### config.mk
export PLATFORM = sky130hd
export DESIGN_NAME = regbank_debug_port
export DESIGN_NICKNAME = d
export VERILOG_FILES = /design/src/rtl/regbank_debug_port.sv
export SDC_FILE = /design/constraint.sdc
export NUM_CORES = 1
export LEC_CHECK = 0
export BUFFER_PORTS_ARGS = -buffer_cell sky130_fd_sc_hd__buf_4
export CAP_MARGIN = 5
export CORE_ASPECT_RATIO = 1.25
export CORE_UTILIZATION = 24
export CTS_CLUSTER_SIZE = 40
export DETAILED_ROUTE_END_ITERATION = 10
export GPL_ROUTABILITY_DRIVEN = 0
export MAX_ROUTING_LAYER = met4
export PLACE_DENSITY = 0.48
export SYNTH_ARGS = -nofsm -noshare
export SYNTH_HDL_FRONTEND = slang
export SYNTH_SLANG_ARGS = --single-unit
### constraint.sdc
create_clock -name clk -period 1.45 [get_ports clk]
set_input_delay 0.145 -clock clk [delete_from_list [all_inputs] [get_ports clk]]
set_output_delay 0.145 -clock clk [all_outputs]
set_load 0.02 [all_outputs]
### src/rtl/regbank_debug_port.sv
// regbank_debug_port
//   Debug initiator that sits on the register bank's write port and one read port.
//   A load command streams M-1 words into registers 1..M-1 (register 0 is never
//   written). A dump command streams registers 0..M-1 out, one word every two cycles.
//   While a command is in progress, halt_req stalls the core so that the core does
//   not contend for the bank.
//
// Ports
//   clk, rst                          clock and asynchronous active-low reset
//   cmd_valid/cmd_op/cmd_ready        command handshake (cmd_op: 1 = load, 0 = dump)
//   in_valid/in_data/in_ready         load data stream
//   out_valid/out_data/out_last/out_ready  dump data stream (out_last marks reg M-1)
//   done                              one-cycle pulse when a command completes
//   halt_req                          high whenever a command is in progress
//   bank_RegWrite/bank_Wreg/bank_Wdata     bank write port
//   bank_Rreg/bank_Rdata              bank read port (read data is combinational)
module regbank_debug_port #(
    parameter int unsigned N  = 8,
    parameter int unsigned M  = 8,
    localparam int unsigned IW = $clog2(M)
) (
    input  logic          clk,
    input  logic          rst,
    input  logic          cmd_valid,
    input  logic          cmd_op,
    output logic          cmd_ready,
    input  logic          in_valid,
    input  logic [N-1:0]  in_data,
    output logic          in_ready,
    output logic          out_valid,
    output logic [N-1:0]  out_data,
    output logic          out_last,
    input  logic          out_ready,
    output logic          done,
    output logic          halt_req,
    output logic          bank_RegWrite,
    output logic [IW-1:0] bank_Wreg,
    output logic [N-1:0]  bank_Wdata,
    output logic [IW-1:0] bank_Rreg,
    input  logic [N-1:0]  bank_Rdata
);

    typedef enum logic [1:0] {
        StIdle,
        StLoad,
        StDumpRd,
        StDumpTx
    } state_e;

    localparam logic [IW-1:0] LastIdx = IW'(M - 1);

    state_e        state;
    logic [IW-1:0] idx;

    // Handshake readies and halt decode straight from the state register, so the
    // asynchronous reset drives them to their idle values immediately.
    assign cmd_ready = (state == StIdle);
    assign in_ready  = (state == StLoad);
    assign halt_req  = (state != StIdle);
    assign bank_Rreg = idx;

    always_ff @(posedge clk or negedge rst) begin
        if (!rst) begin
            state         <= StIdle;
            idx           <= '0;
            out_valid     <= 1'b0;
            out_data      <= '0;
            out_last      <= 1'b0;
            done          <= 1'b0;
            bank_RegWrite <= 1'b0;
            bank_Wreg     <= '0;
            bank_Wdata    <= '0;
        end else begin
            // Pulses default low; a write pulse only repeats when the next beat
            // also handshakes.
            done          <= 1'b0;
            bank_RegWrite <= 1'b0;
            unique case (state)
                StIdle: begin
                    if (cmd_valid) begin
                        if (cmd_op) begin
                            idx   <= IW'(1);
                            state <= StLoad;
                        end else begin
                            idx   <= '0;
                            state <= StDumpRd;
                        end
                    end
                end
                StLoad: begin
                    if (in_valid) begin
                        bank_RegWrite <= 1'b1;
                        bank_Wreg     <= idx;
                        bank_Wdata    <= in_data;
                        if (idx == LastIdx) begin
                            // done lands in the same cycle as the final write pulse
                            done  <= 1'b1;
                            state <= StIdle;
                        end else begin
                            idx <= idx + IW'(1);
                        end
                    end
                end
                StDumpRd: begin
                    out_data  <= bank_Rdata;
                    out_last  <= (idx == LastIdx);
                    out_valid <= 1'b1;
                    state     <= StDumpTx;
                end
                StDumpTx: begin
                    if (out_ready) begin
                        out_valid <= 1'b0;
                        if (idx == LastIdx) begin
                            done  <= 1'b1;
                            state <= StIdle;
                        end else begin
                            idx   <= idx + IW'(1);
                            state <= StDumpRd;
                        end
                    end
                end
                default: state <= StIdle;
            endcase
        end
    end

endmodule
==> results.py, run 1 <==
metrics = {
    "run_status": {
        "status": "completed",
    },
    "logic_synthesis": {
        "ys_async_sr_fraction_pct": 100.0,
        "yosys.area.top_type_share_pct": 58.95,
        "synth_top_area_cell": "dfrtp_1",
        "synth_adder_area_share_pct": 2.105,
        "synthTopCellsByArea": "dfrtp_1, mux2_2, nand2_1, ha_1, mux2_1",
        "synth_top_family_by_area": "multiplexers",
        "syn_inst": 90,
        "syn_nets": 114,
        "ys_seq_area_share_pct": 58.95,
        "synth.area.mux_share_pct": 20.11,
        "synth_ff_type": "dfrtp_1",
        "synth_xor_area_share_pct": 0,
        "synth_edf_count": 0,
        "syn_area_per_cell_sq_um": 13.21,
        "ys_ff_latch": 28,
        "netlist_area_sq_um": 1189,
        "yosysWarnings": 0,
        "synth_compound_area_share_pct": 5.895,
        "ys_types": 26,
        "synth-simple-area-share_pct": 9.263,
    },
    "power_and_ir_drop": {
        "p_per_area_nw_per_um2": 1999,
        "ir_drop_mv": 0.8580,
        "power.leakage_nw": 0.8646,
        "power_mw": 3.559,
    },
    "setup_path": {
        "required_ns": 1.64,
        "crit_path_start_kind": "register",
        "path_max_fanout": 6,
        "path_class": "reg -> reg",
        "arrival_ns": 1.61,
        "end_kind": "register",
    },
    "route": {
        "antenna_left": 0,
        "dr.pass1.iters": 3,
        "drc": 0,
        "vias": 884,
        "dr.first_iter.drc_count": 6,
        "viasPerCell": 4.250,
        "routed_wl_mm": 2.524,
        "routedWlPerCell_microns": 12.13,
    },
    "sta": {
        "finalSetupTns_ns": 0,
        "period_share_pct": 98.11,
        "slew_headroom_pct": 76.27,
        "skew_ns": 0.002350,
        "hold_viol": 0,
        "worst_pin_slew_ns": 0.3559,
        "period_minus_slack_ns": 1.423,
        "fmax_mhz": 702.9,
        "slew_violations": 0,
        "setup_viol": 0,
        "rsz0062_at_grt": "false",
        "whs_ns": 0.08243,
        "setup_slack_ns": 0.02736,
    },
    "die": {
        "start_util_pct": 24.95,
        "num_io_pins": 51,
        "fp.dieW_microns": 64.95,
        "row_count": 28,
        "core_sq_um": 4765,
        "die_h_microns": 80.68,
        "fp.dieArea_sq_um": 5240,
    },
    "layout": {
        "drive_gt1_share_pct": 58.78,
        "area_growth_syn_to_layout_pct": 49.79,
        "nFillCells": 501,
        "nNetsFinal": 173,
        "layout_commonest_cell": "buf_4",
        "layout_common_cells": "buf_4, dfrtp_1, mux2_2",
        "antenna_cells": 0,
        "finish.utilization_pct": 37.37,
    },
    "clock_tree": {
        "tritoncts": "done",
        "cts_max_path_buffers": 2,
        "cts_max_level": 1,
        "clockRootBuffer": "clkbuf_8",
        "clkSinkCount": 28,
        "numCtsBuffers": 3,
        "clk_pin_slew_worst_paths_ns": 0.09,
        "clk_latency_ns": 0.27,
    },
    "place": {
        "port-buffer-count": 50,
        "dpl.hpwl_mm": 1.920,
        "pre_cts_slack_ns": 0.03236,
    },
    "global_route": {
        "grt_overflow_total": 0,
        "grt_max_degree": 29,
        "grt_antenna_before_repair": 0,
        "grt_pass1_wl_mm": 4.084,
        "track_usage_pct": 10.61,
        "grt_pass1_vias": 935,
    },
    "flow_run": {
        "cap_violations": 0,
    },
    "min_path": {
        "hp-class": "in -> reg",
    },
}
==> final timing paths <==
check	start	to	slack [ns]	cells after the start
max	bank_Rreg[1]	bank_Rreg[0]	0.03	4
min	in_data[1]	bank_Wdata[1]	0.08	2
max reg2reg	bank_Rreg[1]	bank_Rreg[0]	0.03	4
min reg2reg	out_data[5]	out_data[5]	0.51	1
max in group asynchronous	rst	bank_Rreg[0]	0.85	2
min in group asynchronous	rst	out_data[0]	0.32	2
==> registers in the layout (all words and copies together), names as in the netlist <==
signal         cells
bank_Rreg          3
state              2
bank_Wreg          3
out_valid          1
bank_RegWrite      1
done               1
bank_Wdata         8
out_last           1
out_data           8
==> synthesized netlist by cell type, types with 2 or more instances <==
cell type and n:
ha_1 2, nor3b_1 2, mux2_2 18, inv_1 4
a311o_1 2, nor2_1 3, clkbuf_1 2, buf_2 2
mux2_1 2, nor3_1 2, dfrtp_1 28, nand2_1 8
and2b_1 2
==> per-stage QoR <==
step,instances,area [sq um]
global route,208,1780
global placement,201,1695
finish,208,1780
floorplan,90,1226
detailed placement,201,1695
CTS,206,1763
==> where the power goes <==
part           total (mW)  leakage [nW]  switching (mW)  internal [mW]
Clock               0.485        0.0288           0.242          0.243
Combinational        1.73         0.501           0.840          0.889
Sequential           1.35         0.335           0.218           1.13
==> final cells by class <==
type,instances,area [sq um],area share (%)
clock buffers,4,55.05,3.092
well taps,60,75.07,4.216
repair buffers,59,457.9,25.72
multi-input cells,53,474.2,26.63
inverters,4,15.01,0.8433
flip-flops and latches,28,703.2,39.49
==> per-layer routing <==
| layer | global-route usage [%] | wire length [microns] | vias up |
|---|---|---|---|
| met5 | - | 0 | - |
| met4 | 5.333 | 23 | 0 |
| met3 | 2.983 | 168 | 2 |
| met2 | 17.71 | 1312 | 29 |
| met1 | 11.45 | 1019 | 424 |
| li1 | - | - | 429 |
==> critical path: stages (launching register included) <==
cell and delay (ns):
dfrtp_2 0.44, ha_4 0.17, ha_4 0.17, or4_1 0.47, o211ai_1 0.10
==> repair_timing <==
item	CTS	global route
gates resized for setup	1	1
hold endpoints to repair	28	0
hold buffers	1	0
pin swaps	0	2
setup endpoints to repair	1	3
buffers inserted	0	2
==> logic make-up (layout without fill, tap and decap cells) <==
group | count (synthesis) | after routing
DFF | 28 | 28
muxes | 21 | 21
and+or+nand+nor | 21 | 21
AOI/OAI and AO/OA | 9 | 9
buffers and inverters | 9 | 67
adders and majority gates | 2 | 2
Note: power is estimated with default switching activity, not from simulation.
==> run 2: changes to the inputs <==
--- a/config.mk
+++ b/config.mk
@@ -10,3 +10,3 @@
 export CORE_ASPECT_RATIO = 1.25
-export CORE_UTILIZATION = 24
+export CORE_UTILIZATION = 41
 export CTS_CLUSTER_SIZE = 40
@@ -15,3 +15,3 @@
 export MAX_ROUTING_LAYER = met4
-export PLACE_DENSITY = 0.48
+export PLACE_DENSITY = 0.73
 export SYNTH_ARGS = -nofsm -noshare
--- a/constraint.sdc
+++ b/constraint.sdc
@@ -3,2 +3,2 @@
 set_output_delay 0.145 -clock clk [all_outputs]
-set_load 0.02 [all_outputs]
+set_load 0.05 [all_outputs]
==> run 2 against run 1 <==
Net effect: flip-flop and latch count is the same; hold slack lost 0.045 ns; non-clock buffer count grew 6; first-iteration DRC count grew 67%; wire length shrank 8.4%; highest routed layer unchanged; largest power group unchanged.
==> results.py, run 2 (synthesis results as in run 1) <==
metrics = {
    "die": {
        "row_count": 21,
        "fp.dieArea_sq_um": 3120,
        "num_io_pins": 51,
        "start_util_pct": 43.92,
        "fp.dieW_microns": 50.16,
        "die_h_microns": 62.20,
        "core_sq_um": 2706,
    },
    "clock_tree": {
        "clkSinkCount": 28,
        "cts_max_level": 1,
        "cts_max_path_buffers": 2,
        "clk_pin_slew_worst_paths_ns": 0.14,
        "numCtsBuffers": 3,
        "tritoncts": "done",
        "clk_latency_ns": 0.31,
        "clockRootBuffer": "clkbuf_4",
    },
    "global_route": {
        "grt_antenna_before_repair": 0,
        "grt_max_degree": 29,
        "track_usage_pct": 16.69,
        "grt_overflow_total": 0,
        "grt_pass1_vias": 906,
        "groute.layer.met3.usage_pct": 0.7353,
        "top_usage_layer": "met2",
        "met1_usage_pct": 20.87,
        "grt_pass1_wl_mm": 3.960,
        "met2_usage_pct": 27.50,
    },
    "power_and_ir_drop": {
        "power.leakage_nw": 0.8880,
        "p_sw_mw": 2.043,
        "ir_drop_mv": 1.281,
        "p_per_area_nw_per_um2": 2390,
        "seqPwrFrac_pct": 31.1,
        "p_int_mw": 2.228,
        "p_clk_share_pct": 8.3,
        "power_frac_comb_pct": 60.5,
        "swShare_pct": 47.84,
        "power_mw": 4.271,
    },
    "route": {
        "routed_wl_mm": 2.311,
        "drc": 0,
        "antenna_left": 0,
        "dr.first_iter.drc_count": 10,
        "vias": 934,
        "dr.pass1.iters": 4,
        "viasPerCell": 4.968,
        "routedWlPerCell_microns": 12.29,
    },
    "sta": {
        "setup_viol": 0,
        "fmax_mhz": 701.4,
        "skew_ns": 0.008373,
        "setup_slack_ns": 0.02428,
        "finalSetupTns_ns": 0,
        "period_share_pct": 98.33,
        "slew_headroom_pct": 77.82,
        "whs_ns": 0.03726,
        "worst_pin_slew_ns": 0.3262,
        "period_minus_slack_ns": 1.426,
        "slew_violations": 0,
        "rsz0062_at_grt": "true",
        "hold_viol": 0,
    },
    "layout": {
        "largestRegisters": "bank_Wdata x8, out_data x8",
        "antenna_cells": 0,
        "area_growth_syn_to_layout_pct": 50.32,
        "nNetsFinal": 179,
        "finish.utilization_pct": 66.02,
        "layout_commonest_cell": "buf_4",
        "finish.instance_area_sq_um": 1787,
        "layout_common_cells": "buf_4, dfrtp_1, mux2_2",
        "fin_cells": 188,
        "drive_gt1_share_pct": 61.69,
    },
    "setup_path": {
        "path_max_fanout": 6,
        "path_class": "reg -> reg",
        "required_ns": 1.68,
        "startpoint": "bank_Rreg[0]",
        "timing.rr.end": "bank_Rreg[0]",
        "end_kind": "register",
        "reg2reg_slack_ns": 0.02,
        "r2r-start": "bank_Rreg[0]",
        "crit_path_start_kind": "register",
        "arrival_ns": 1.65,
        "reg2reg_depth": 4,
    },
    "place": {
        "dpl.hpwl_mm": 1.730,
        "port-buffer-count": 50,
        "placed_area_sq_um": 1678,
        "pre_cts_slack_ns": 0.02332,
        "numPlacedInstances": 176,
    },
    "min_path": {
        "hp-start": "bank_Rdata[5]",
        "hp-class": "in -> reg",
        "hold_end": "out_data[5]",
        "hold_path_depth": 2,
    },
    "flow_run": {
        "cap_violations": 0,
    },
    "run_status": {
        "status": "completed",
    },
}
-- run 2: worst max path at each step --
stage	end	slack, ns	cells past startpoint
floorplan	bank_Rreg[1]	-0.19	5
global placement	bank_Wdata[5]	0.06	4
detailed placement	bank_Rreg[0]	0.02	4
CTS	halt_req	0.01	4
global route	bank_Rreg[0]	-0.02	4
finish	bank_Rreg[0]	0.02	4
-- run 2: power by group through the flow --
stage	sequential, mW	clock, mW	combinational, mW
final	1.33	0.355	2.59
after global routing	1.39	0.406	2.71
after CTS	1.33	0.372	2.58
after detailed placement	1.36	0	2.53
after global placement	1.33	0	2.49
after floorplan	2.50	0	0.578
-- run 2: cell type report --
type / count / area, sq um
clock buffers: 4 / 36.28
well taps: 34 / 42.54
flip-flops and latches: 28 / 705.7
multi-input cells: 53 / 479.2
repair buffers: 65 / 508.0
fillers: 208 / 919.6
inverters: 4 / 15.01
-- run 2: metal layers --
layer,share of wire (%),up-vias
li1,-,442
met1,42,461
met2,52,29
met3,4.5,2
met4,1.2,0
met5,0,-
-- run 2: timing repair --
action,in CTS,in global routing
hold endpoints to repair,28,0
cloned,0,1
pin swaps,0,2
hold buffers,1,0
buffers inserted,5,1
endpoints found under the setup margin,3,11
gates resized for setup,2,4
-- run 2: critical path, cell delays in order, from the launching register on --
cell and delay (ns):
dfrtp_2 0.45, ha_4 0.17, ha_4 0.17, or4_1 0.46
o211ai_1 0.10
